==> src/rtl/br_buf_ctrl.sv <==
// Sequencing controller for the branch ROB-ID ring buffer: dispatch gating,
// commit reads, occupancy tracking across misprediction flushes and clear drains.
`ifndef RobDepth
`define RobDepth 64
`endif

module br_buf_ctrl #(
  parameter  int DEPTH     = 16,
  parameter  int ROB_DEPTH = `RobDepth,
  localparam int ADDR      = $clog2(DEPTH),
  localparam int ROB       = $clog2(ROB_DEPTH)
) (
  input  logic            clk,
  input  logic            reset,
  input  logic            dec_br_,
  input  logic [ROB-1:0]  dec_rob_id,
  output logic            dec_stall,
  input  logic            com_br_,
  input  logic            wb_flush_,
  input  logic [ADDR-1:0] wb_idx,
  input  logic            clr_req,
  output logic            buf_we_,
  output logic [ROB-1:0]  buf_wd,
  output logic            buf_re_,
  output logic [ADDR:0]   count,
  output logic            empty,
  output logic            full,
  output logic            clr_done,
  output logic            err
);

  typedef enum logic [1:0] {RUN, FLUSH, DRAIN} state_e;

  localparam logic [ADDR:0] FULL_CNT = (ADDR+1)'(DEPTH);

  state_e          state_q, state_d;
  logic [ADDR-1:0] tail_q, tail_d;
  logic [ADDR:0]   count_q, count_d;
  logic            err_q, err_d;
  logic            rd, wr, flush_tk;

  assign empty     = (count_q == '0);
  assign full      = (count_q == FULL_CNT);
  assign count     = count_q;
  assign err       = err_q;
  assign clr_done  = (state_q == DRAIN) && empty;

  assign dec_stall = reset | (state_q != RUN) | full | ~wb_flush_ | clr_req;
  assign buf_we_   = dec_br_ | dec_stall;
  assign buf_wd    = dec_rob_id;
  assign buf_re_   = ~rd;

  // Drain reads unconditionally until empty; RUN and FLUSH read only on commit.
  assign rd       = ~empty & ((state_q == DRAIN) | ~com_br_);
  assign wr       = ~buf_we_;
  assign flush_tk = (state_q == RUN) & ~wb_flush_ & ~clr_req;

  always_comb begin
    state_d = state_q;
    tail_d  = tail_q + ADDR'(rd);
    err_d   = err_q | ((state_q != DRAIN) & ~com_br_ & empty);
    // Flush keeps entries from tail through wb_idx inclusive; mod-DEPTH math covers wrap.
    if (flush_tk)
      count_d = {1'b0, wb_idx - tail_q + ADDR'(1) - ADDR'(rd)};
    else
      count_d = count_q + (ADDR+1)'(wr) - (ADDR+1)'(rd);
    case (state_q)
      RUN: begin
        if (clr_req)         state_d = DRAIN;
        else if (!wb_flush_) state_d = FLUSH;
      end
      FLUSH:   state_d = RUN;
      DRAIN:   if (empty) state_d = RUN;
      default: state_d = RUN;
    endcase
  end

  always_ff @(posedge clk or posedge reset) begin
    if (reset) begin
      state_q <= RUN;
      tail_q  <= '0;
      count_q <= '0;
      err_q   <= 1'b0;
    end else begin
      state_q <= state_d;
      tail_q  <= tail_d;
      count_q <= count_d;
      err_q   <= err_d;
    end
  end

endmodule

==> config.mk <==
export PLATFORM = sky130hd
export DESIGN_NAME = br_buf_ctrl
export DESIGN_NICKNAME = d
export VERILOG_FILES = /design/src/rtl/br_buf_ctrl.sv
export SDC_FILE = /design/constraint.sdc
export NUM_CORES = 1
export LEC_CHECK = 0
export ABC_AREA = 0
export ABC_CLOCK_PERIOD_IN_PS = 3350
export CAP_MARGIN = 20
export CORE_UTILIZATION = 43
export DETAILED_ROUTE_END_ITERATION = 8
export PLACE_DENSITY_LB_ADDON = 0.1
export SLEW_MARGIN = 20
export SYNTH_ARGS = -nofsm -noshare
export SYNTH_HDL_FRONTEND = slang
export SYNTH_SLANG_ARGS = --single-unit
==> constraint.sdc <==
create_clock -name clk -period 3.35 [get_ports clk]
set_input_delay 0.5025 -clock clk [delete_from_list [all_inputs] [get_ports clk]]
set_output_delay 0.5025 -clock clk [all_outputs]
set_load 0.05 [all_outputs]
=== Yosys cells after proc, flatten, opt, wreduce, memory -nomap -nowiden ===
Index checks and enable logic that the tools add are counted.

* Flip-flop bits (word level): 12
* Bits of input ports: 16
* Output and inout port bits: 18
* Word-level logic and storage cells: 43

* $add $sub $neg: 6
* Eq/ne operators: 5
* Multiplexer cells: 5
* Bitwise logic cells: 18
* Reductions and logical operators: 5

{| class="wikitable"
|+ Operators by type and width
! operator !! number
|-
| $or 1x1->1 || 7
|-
| $mux 2 || 3
|-
| $not 1->1 || 6
|-
| $add 5x1->5 || 1
|-
| $and 1x1->1 || 5
|-
| $eq 5x5->1 const B || 1
|-
| $logic_not 5->1 || 1
|-
| $mux 5 || 1
|-
| $sub 5x1->5 || 1
|-
| $add 4x1->4 || 1
|-
| $add 4x1->4 const B || 1
|-
| $ne 2x2->1 const B || 2
|-
| $pmux 2 s2 || 1
|-
| $sub 4x1->4 || 1
|-
| $sub 4x4->4 || 1
|-
| $ne 3x3->1 const B || 1
|-
| $eq 2x2->1 const B || 1
|-
| $logic_not 2->1 || 1
|-
| $reduce_and 2->1 || 1
|-
| $reduce_bool 2->1 || 1
|-
| $logic_and 1x1->1 || 1
|}

=== Logic depth before layout (Yosys ltp) ===
Gate-level depths: netlist (run 1).

* Word-level depth: 10
* Depth in mapped cells: 14
* Depth with buffers taken out: 14

=== Worst setup path after synthesis (run 1) ===
OpenSTA, ideal clock, no wires.

* Path type: register -> register
* Start point: register count_q[2] (netlist: count[2])
* End point: register count_q[4] (netlist: count[4])
* Setup time: 0.142 ns
* Data arrival time: 3.531 ns
* Data required time: 3.208 ns
* Slack: -0.323 ns
* Stages on the path, launching flop included: 15
* Buffers on the path: 0
* Clock period less this slack: 3.673 ns
* Path through: dfrtp_1 > inv_1 > ha_1 > nand3_1 > nand4_1 > or2_2 > ha_1 > inv_1 > ha_1 > inv_1 > fa_1 > nor2b_1 > o21bai_1 > a21oi_1 > nor3b_1

* Cells in the longest elaborated chain, start to end: 9
* Elaborated cells on any way between the ends: 12
* Those cells by class: add/sub (2); eq/ne (1); mux (1); bitwise (7); reduce/logical (1)

{| class="wikitable"
|+ Ends and longest elaborated chain
! what !! RTL line !! text
|-
| start: declaration || 38 || <nowiki>logic [ADDR:0] count_q, count_d;</nowiki>
|-
| start signal: assignment || 87 || <nowiki>count_q <= count_d;</nowiki>
|-
| $eq 5x5->1 || 43 || <nowiki>assign full = (count_q == FULL_CNT);</nowiki>
|-
| $or 1x1->1 (3 in a row) || 48 || <nowiki>assign dec_stall = reset | (state_q != RUN) | full | ~wb_flush_ | clr_req;</nowiki>
|-
| named net dec_stall || 17 || <nowiki>output logic dec_stall,</nowiki>
|-
| $or 1x1->1 || 49 || <nowiki>assign buf_we_ = dec_br_ | dec_stall;</nowiki>
|-
| named net buf_we_ || 22 || <nowiki>output logic buf_we_,</nowiki>
|-
| $not 1->1 || 55 || <nowiki>assign wr = ~buf_we_;</nowiki>
|-
| $add 5x1->5 || 66 || <nowiki>count_d = count_q + (ADDR+1)'(wr) - (ADDR+1)'(rd);</nowiki>
|-
| $sub 5x1->5 || 66 ||
|-
| $mux 5 || 63 || <nowiki>if (flush_tk)</nowiki>
|-
| named net count_d[4] || 38 ||
|}

The timed path passes the listed nets, and every way through them passes these cells.
A chain may end at the register's enable or synchronous reset.

=== Worst setup path in the final report (run 1) ===
* Start point: register count_q[2] (netlist: count[2])
* End point: register count_q[3] (netlist: count[3])

* Cells in the longest elaborated chain, start to end: 9
* Elaborated cells on any way between the ends: 13
* Those cells by class: add/sub (3); eq/ne (1); mux (1); bitwise (7); reduce/logical (1)

{| class="wikitable"
|+ Ends and longest elaborated chain
! what !! RTL line
|-
| $eq 5x5->1 || 43
|-
| $or 1x1->1 (3 in a row) || 48
|-
| $or 1x1->1 || 49
|-
| $not 1->1 || 55
|-
| $add 5x1->5 || 66
|-
| $sub 5x1->5 || 66
|-
| $mux 5 (*) || 63
|-
| named net count_d[3] || 38
|}

Mark *: on every way through the listed nets, which the timed path passes. The rest lies on a longest branch.

==> impl_metrics.tcl, run 1 <==
set metrics [dict create \
    critPathLaunch "count[2]" \
    hold_viol 0 \
    die_h_um 47.4 \
    cts.sinks 12 \
    num_io_pins 34 \
    core_um2 1940 \
    finalCritPeriodShare_pct 88.1 \
    avgSynthCellArea_um2 10.1 \
    placedInstanceArea_um2 1100 \
    slowest_stage "fa_1" \
    cp-end-kind "flop" \
    nets 140 \
    grtUsageTotal_pct 17.9 \
    cts_buffers 3 \
    cp_top_family "adder cells" \
    grt_pass1_wl_um 2710 \
    vias 630 \
    cpPeakStageDelay_ns 0.48 \
    drc 0 \
    synth_area_leader_cell "dfrtp_1" \
    grt_max_degree 13 \
    cts_hold_buf 0 \
    crit_type "flop to flop" \
    dpl.hpwl_um 1300 \
    ys_ff_latch 12 \
    yosysSeqAreaShare_pct 33.9 \
    netlist_area_um2 886 \
    fill_cells 183 \
    grt_overflow 0 \
    finalSetupViolations 0 \
    gp_congestion 0.660 \
    critPathArrivalTime_ns 3.09 \
    final_cell_area_um2 1140 \
    min_delay_worst_endpoint "err" \
    post_cts_buffers 0 \
    grt_pass1_vias 647 \
    antenna_cells 0 \
    worst_pin_slew_ns 0.543 \
    portBuffers 21 \
    chipWidth_um 47.4 \
    hold_path_depth 1 \
    r2r-end "count[3]" \
    clkTransAtPathRegs_ns 0.08 \
    drive_gt1_share_pct 11.1 \
    avgViaCountPerCell 4.67 \
    multi_input_area_um2 478 \
    ys_types 25 \
    yosys.area.top_type_share_pct 33.9 \
    die-area_um2 2250 \
    antenna_found_initial 0 \
    regToRegStartpoint "count[2]" \
    syn_nets 119 \
    cts_max_level 1 \
    ir_drop_mv 0.677 \
    drt_first_pass_iters 2 \
    yosysWarningCount 0 \
    rsz0062_at_grt "no" \
    synth_area_leaders "dfrtp_1, ha_1, inv_1, xnor2_1, fa_1" \
    drv_slew 0 \
    crit_required_ns 3.49 \
    cp_max_fo 4 \
    start_kind "flop" \
    maxCapViolCount 0 \
    final_cell_mix "clkdlybuf4s50_1, inv_1, ha_1" \
    clk_latency_ns 0.27 \
    max_freq_mhz 339 \
    r2r_slack_ns 0.40 \
    min_from "err" \
    finalClockSkew_ns 0.00187 \
    outcome "finished clean" \
    start_util_pct 45.6 \
    cts_max_path_buffers 2 \
    drtAntennaViolNets 0 \
    hp-class "flop to flop" \
    power.leakage_nw 0.544 \
    whs_ns 0.475 \
    finalWirelength_um 1570 \
    wl_per_cell_um 11.6 \
    cts-resized-gates 0 \
    powerDensity_nw_per_um2 1130 \
    slew-limit-headroom_pct 63.5 \
    fin_crit_ns 2.95 \
    utilization_pct 58.5 \
    netlist_instances 88 \
    final_common_cell "clkdlybuf4s50_1" \
    ff_latch_area_um2 303 \
    cts_tree "done" \
    first_iter_violations 4 \
    area_growth_pct 28.2 \
    cp_num_buf_inv 3 \
    reg2reg_depth 14 \
    cts-root-buf "clkbuf_4" \
    std_cell_rows 16 \
    crit_chain "inv_1 > ha_1 > nand2_1 > nor2_2 > a21oi_1 > ha_1 > inv_1 > fa_1 > ha_1 > inv_1 > fa_1 > xnor2_1 > xnor2_1 > mux2i_1" \
]
## worst max-delay path by stage
stage / endpoint / slack [ns] / depth (start not counted)
detailed placement: count[3] / 0.23 / 11
global route: count[3] / 0.16 / 14
CTS: count[3] / 0.36 / 14
floorplan: count[4] / -0.07 / 13
global placement: count[3] / 0.29 / 11
finish: count[3] / 0.40 / 14
## power by group
group	internal, mW	switching [mW]	total (mW)
Sequential	0.226	0.0719	0.298
Clock	0.0660	0.0523	0.118
Combinational	0.386	0.478	0.864
Total	0.678	0.603	1.28
## state kept, by name, indices dropped and copies added, names as in the netlist
register and count:
count 5, tail_q 4, err 1, state_q 2
## cell type report
class,instances,area share (%)
flip-flops and latches,12,26.7
clock buffers,4,3.19
multi-input cells,52,42.1
repair buffers,22,19.2
well taps,27,2.97
inverters,18,5.95
## cells by family (layout without fill, tap and decap cells)
group | Yosys count | count (layout) | share of synthesized area [%]
flops | 12 | 12 | 33.9
mux | 2 | 2 | 2.82
simple gates | 17 | 17 | 11.6
buf+inv | 24 | 44 | 12.7
xor+xnor | 9 | 9 | 8.90
fa+ha+maj | 15 | 15 | 23.7
compound gates | 9 | 9 | 6.36
## synth_stat cells
cell and count:
inv_1 18, or2_2 1, o21bai_1 1, mux2_4 1
a211oi_1 1, a21oi_1 4, nand2_1 2, mux2i_1 1
dfrtp_1 12, nor3_1 2, xnor2_1 7, nor4_4 1
a31o_2 1, fa_1 3, buf_4 6, xor2_1 2
nor2_1 4, a21o_1 1, nand4_1 1, or2b_1 1
nor2b_1 1, ha_1 12, o21ai_0 1, nand3_1 3
nor3b_1 1
## per-layer routing
metal	vias up	wire [µm]	track usage (%)
li1	317	-	-
met1	293	637	20.7
met2	14	828	31.0
met3	6	75	2.31
met4	0	24	10.9
met5	-	0	0
## stage by stage
| stage | std cells | setup slack [ns] | TNS, ns | power, mW |
|---|---|---|---|---|
| CTS | 135 | 0.359 | 0 | 1.31 |
| detailed placement | 131 | 0.229 | 0 | 1.18 |
| global route | 135 | 0.164 | 0 | 1.42 |
| floorplan | 88 | -0.0723 | -0.0723 | 0.977 |
| finish | 135 | 0.400 | 0 | 1.28 |
| global placement | 131 | 0.285 | 0 | 1.16 |
Power figures use the tool's default switching activity.
==> inputs of run 2 (changes only) <==
--- a/config.mk
+++ b/config.mk
@@ -11,6 +11,7 @@
 export CORE_UTILIZATION = 43
 export DETAILED_ROUTE_END_ITERATION = 8
 export PLACE_DENSITY_LB_ADDON = 0.1
+export REMOVE_ABC_BUFFERS = 1
 export SLEW_MARGIN = 20
 export SYNTH_ARGS = -nofsm -noshare
 export SYNTH_HDL_FRONTEND = slang
==> run 2 against run 1 <==
Effect of this change: sequential share of layout area is 0.28 points higher; clock power is 30% lower; non-clock buffer count stayed put; hold slack better by 0.0025 ns; sequential cell count stayed put; via count is 3.0% lower; clock skew is 0.0040 ns higher; first-iteration DRC count is 25% higher; clock-buffer cell count is 1 lower; largest cell class unchanged; highest routed layer is now met3.
==> impl_metrics.tcl, run 2 (same netlist as run 1, synthesis figures left out) <==
set metrics [dict create \
    antenna_found_initial 0 \
    crit_chain "inv_1 > ha_1 > nand2_1 > nor2_1 > a21oi_1 > ha_1 > inv_1 > fa_1 > ha_1 > inv_1 > fa_1 > xnor2_1 > xnor2_1 > mux2i_1" \
    crit_required_ns 3.48 \
    vias 611 \
    grt_pass1_wl_um 2240 \
    grt_overflow 0 \
    clk_latency_ns 0.26 \
    ir_drop_mv 0.587 \
    portBuffers 21 \
    std_cell_rows 16 \
    cpPeakStageDelay_ns 0.48 \
    grt_use_met1_pct 19.7 \
    crit_type "flop to flop" \
    finalSetupViolations 0 \
    cp_max_fo 4 \
    finalCritPeriodShare_pct 90.5 \
    worst_pin_slew_ns 0.508 \
    drt_first_pass_iters 5 \
    cts_tree "done" \
    slowest_stage "fa_1" \
    use_met2_pct 21.9 \
    whs_ns 0.477 \
    largest_reg_flops 5 \
    power.leakage_nw 0.538 \
    grt_pass1_vias 541 \
    gp_congestion 0.675 \
    final_common_cell "clkdlybuf4s50_1" \
    finalClockSkew_ns 0.00588 \
    drv_slew 0 \
    fin_total_pwr_mw 1.25 \
    place_ws_ns 0.149 \
    hold_viol 0 \
    worst_slack_ns 0.319 \
    cts_max_path_buffers 2 \
    finalWirelength_um 1410 \
    post_cts_buffers 0 \
    cts_buffers 3 \
    antenna_cells 0 \
    fin_crit_ns 3.03 \
    start_kind "flop" \
    drtAntennaViolNets 0 \
    rsz0062_at_grt "no" \
    final_cell_mix "clkdlybuf4s50_1, inv_1, ha_1, dfrtp_1, xnor2_1" \
    max_freq_mhz 330 \
    globalRoute.busiestLayer "met2" \
    chipWidth_um 47.4 \
    cts-root-buf "clkbuf_4" \
    clkTransAtPathRegs_ns 0.07 \
    grtUsageMet3_pct 3.46 \
    finalSetupTns_ns 0 \
    outcome "finished clean" \
    cp-end-kind "flop" \
    utilization_pct 57.4 \
    grt_max_degree 13 \
    cts.sinks 12 \
    maxCapViolCount 0 \
    drc 0 \
    first_iter_violations 5 \
    start_util_pct 45.6 \
    cts-resized-gates 0 \
    critPathArrivalTime_ns 3.16 \
    cts_max_level 1 \
    wl_per_cell_um 10.5 \
    hp-class "flop to flop" \
    area_growth_pct 25.8 \
    grtUsageTotal_pct 14.3 \
    num_io_pins 34 \
    powerDensity_nw_per_um2 1120 \
    slew-limit-headroom_pct 65.9 \
    avgViaCountPerCell 4.56 \
    nets 140 \
    drive_gt1_share_pct 7.48 \
    die_h_um 47.4 \
    dpl.hpwl_um 1220 \
    cts_hold_buf 0 \
    die-area_um2 2250 \
    core_um2 1940 \
]
run 2: cell types whose count changed in the layout (fill, tap and decap cells not counted):
cell / change
clkbuf_8: -1
dfrtp_1: +2
dfrtp_2: -2
nor2_1: +1
nor2_2: -1
or2_2: +1
or2_4: -1
run 2: power by group:
part	switching [mW]	total, mW	internal (mW)	leakage (nW)
Combinational	0.485	0.873	0.388	0.382
Sequential	0.0676	0.292	0.224	0.141
Clock	0.0417	0.0831	0.0414	0.0138
Total	0.594	1.25	0.653	0.538
run 2: worst max-delay path: cells and delay by family, from the launching register on:
| kind | cells | cell delay [ns] |
|---|---|---|
| and+or+nand+nor | 2 | 0.16 |
| muxes | 1 | 0.09 |
| AOI/OAI and AO/OA | 1 | 0.29 |
| adders and majority gates | 5 | 1.46 |
| DFF | 1 | 0.38 |
| buffers and inverters | 3 | 0.20 |
| xor gates and xnor gates | 2 | 0.30 |
run 2: per-stage QoR:
| step | instance area [µm²] | instances |
|---|---|---|
| CTS | 1110 | 134 |
| finish | 1110 | 134 |
| global placement | 1090 | 131 |
| global route | 1110 | 134 |
| detailed placement | 1090 | 131 |
| floorplan | 841 | 82 |
run 2: final cells by class:
type,instances,area [µm²]
Timing Repair Buffer,22,218
Tap cell,27,33.8
Fill cell,179,827
Sequential cell,12,300
Clock buffer,3,22.5
Multi-Input combinational cell,52,473
Inverter,18,67.6
run 2: metal layers:
layer	vias to the layer above	part of all wire, %	wire length [µm]
li1	314	-	-
met1	279	50	700
met2	18	47	663
met3	0	3.4	48
met4	0	0	0
met5	-	0	0
run 2: final timing paths:
check / depth (start not counted) / slack (ns) / endpoint / startpoint
min in group asynchronous: 3 / 0.57 / tail_q[1] / reset
setup reg to reg: 14 / 0.32 / count[3] / count[2]
setup / recovery: 14 / 0.32 / count[3] / count[2]
hold / removal: 1 / 0.48 / err / err
max in group asynchronous: 3 / 2.62 / count[0] / reset
hold reg to reg: 1 / 0.48 / err / err
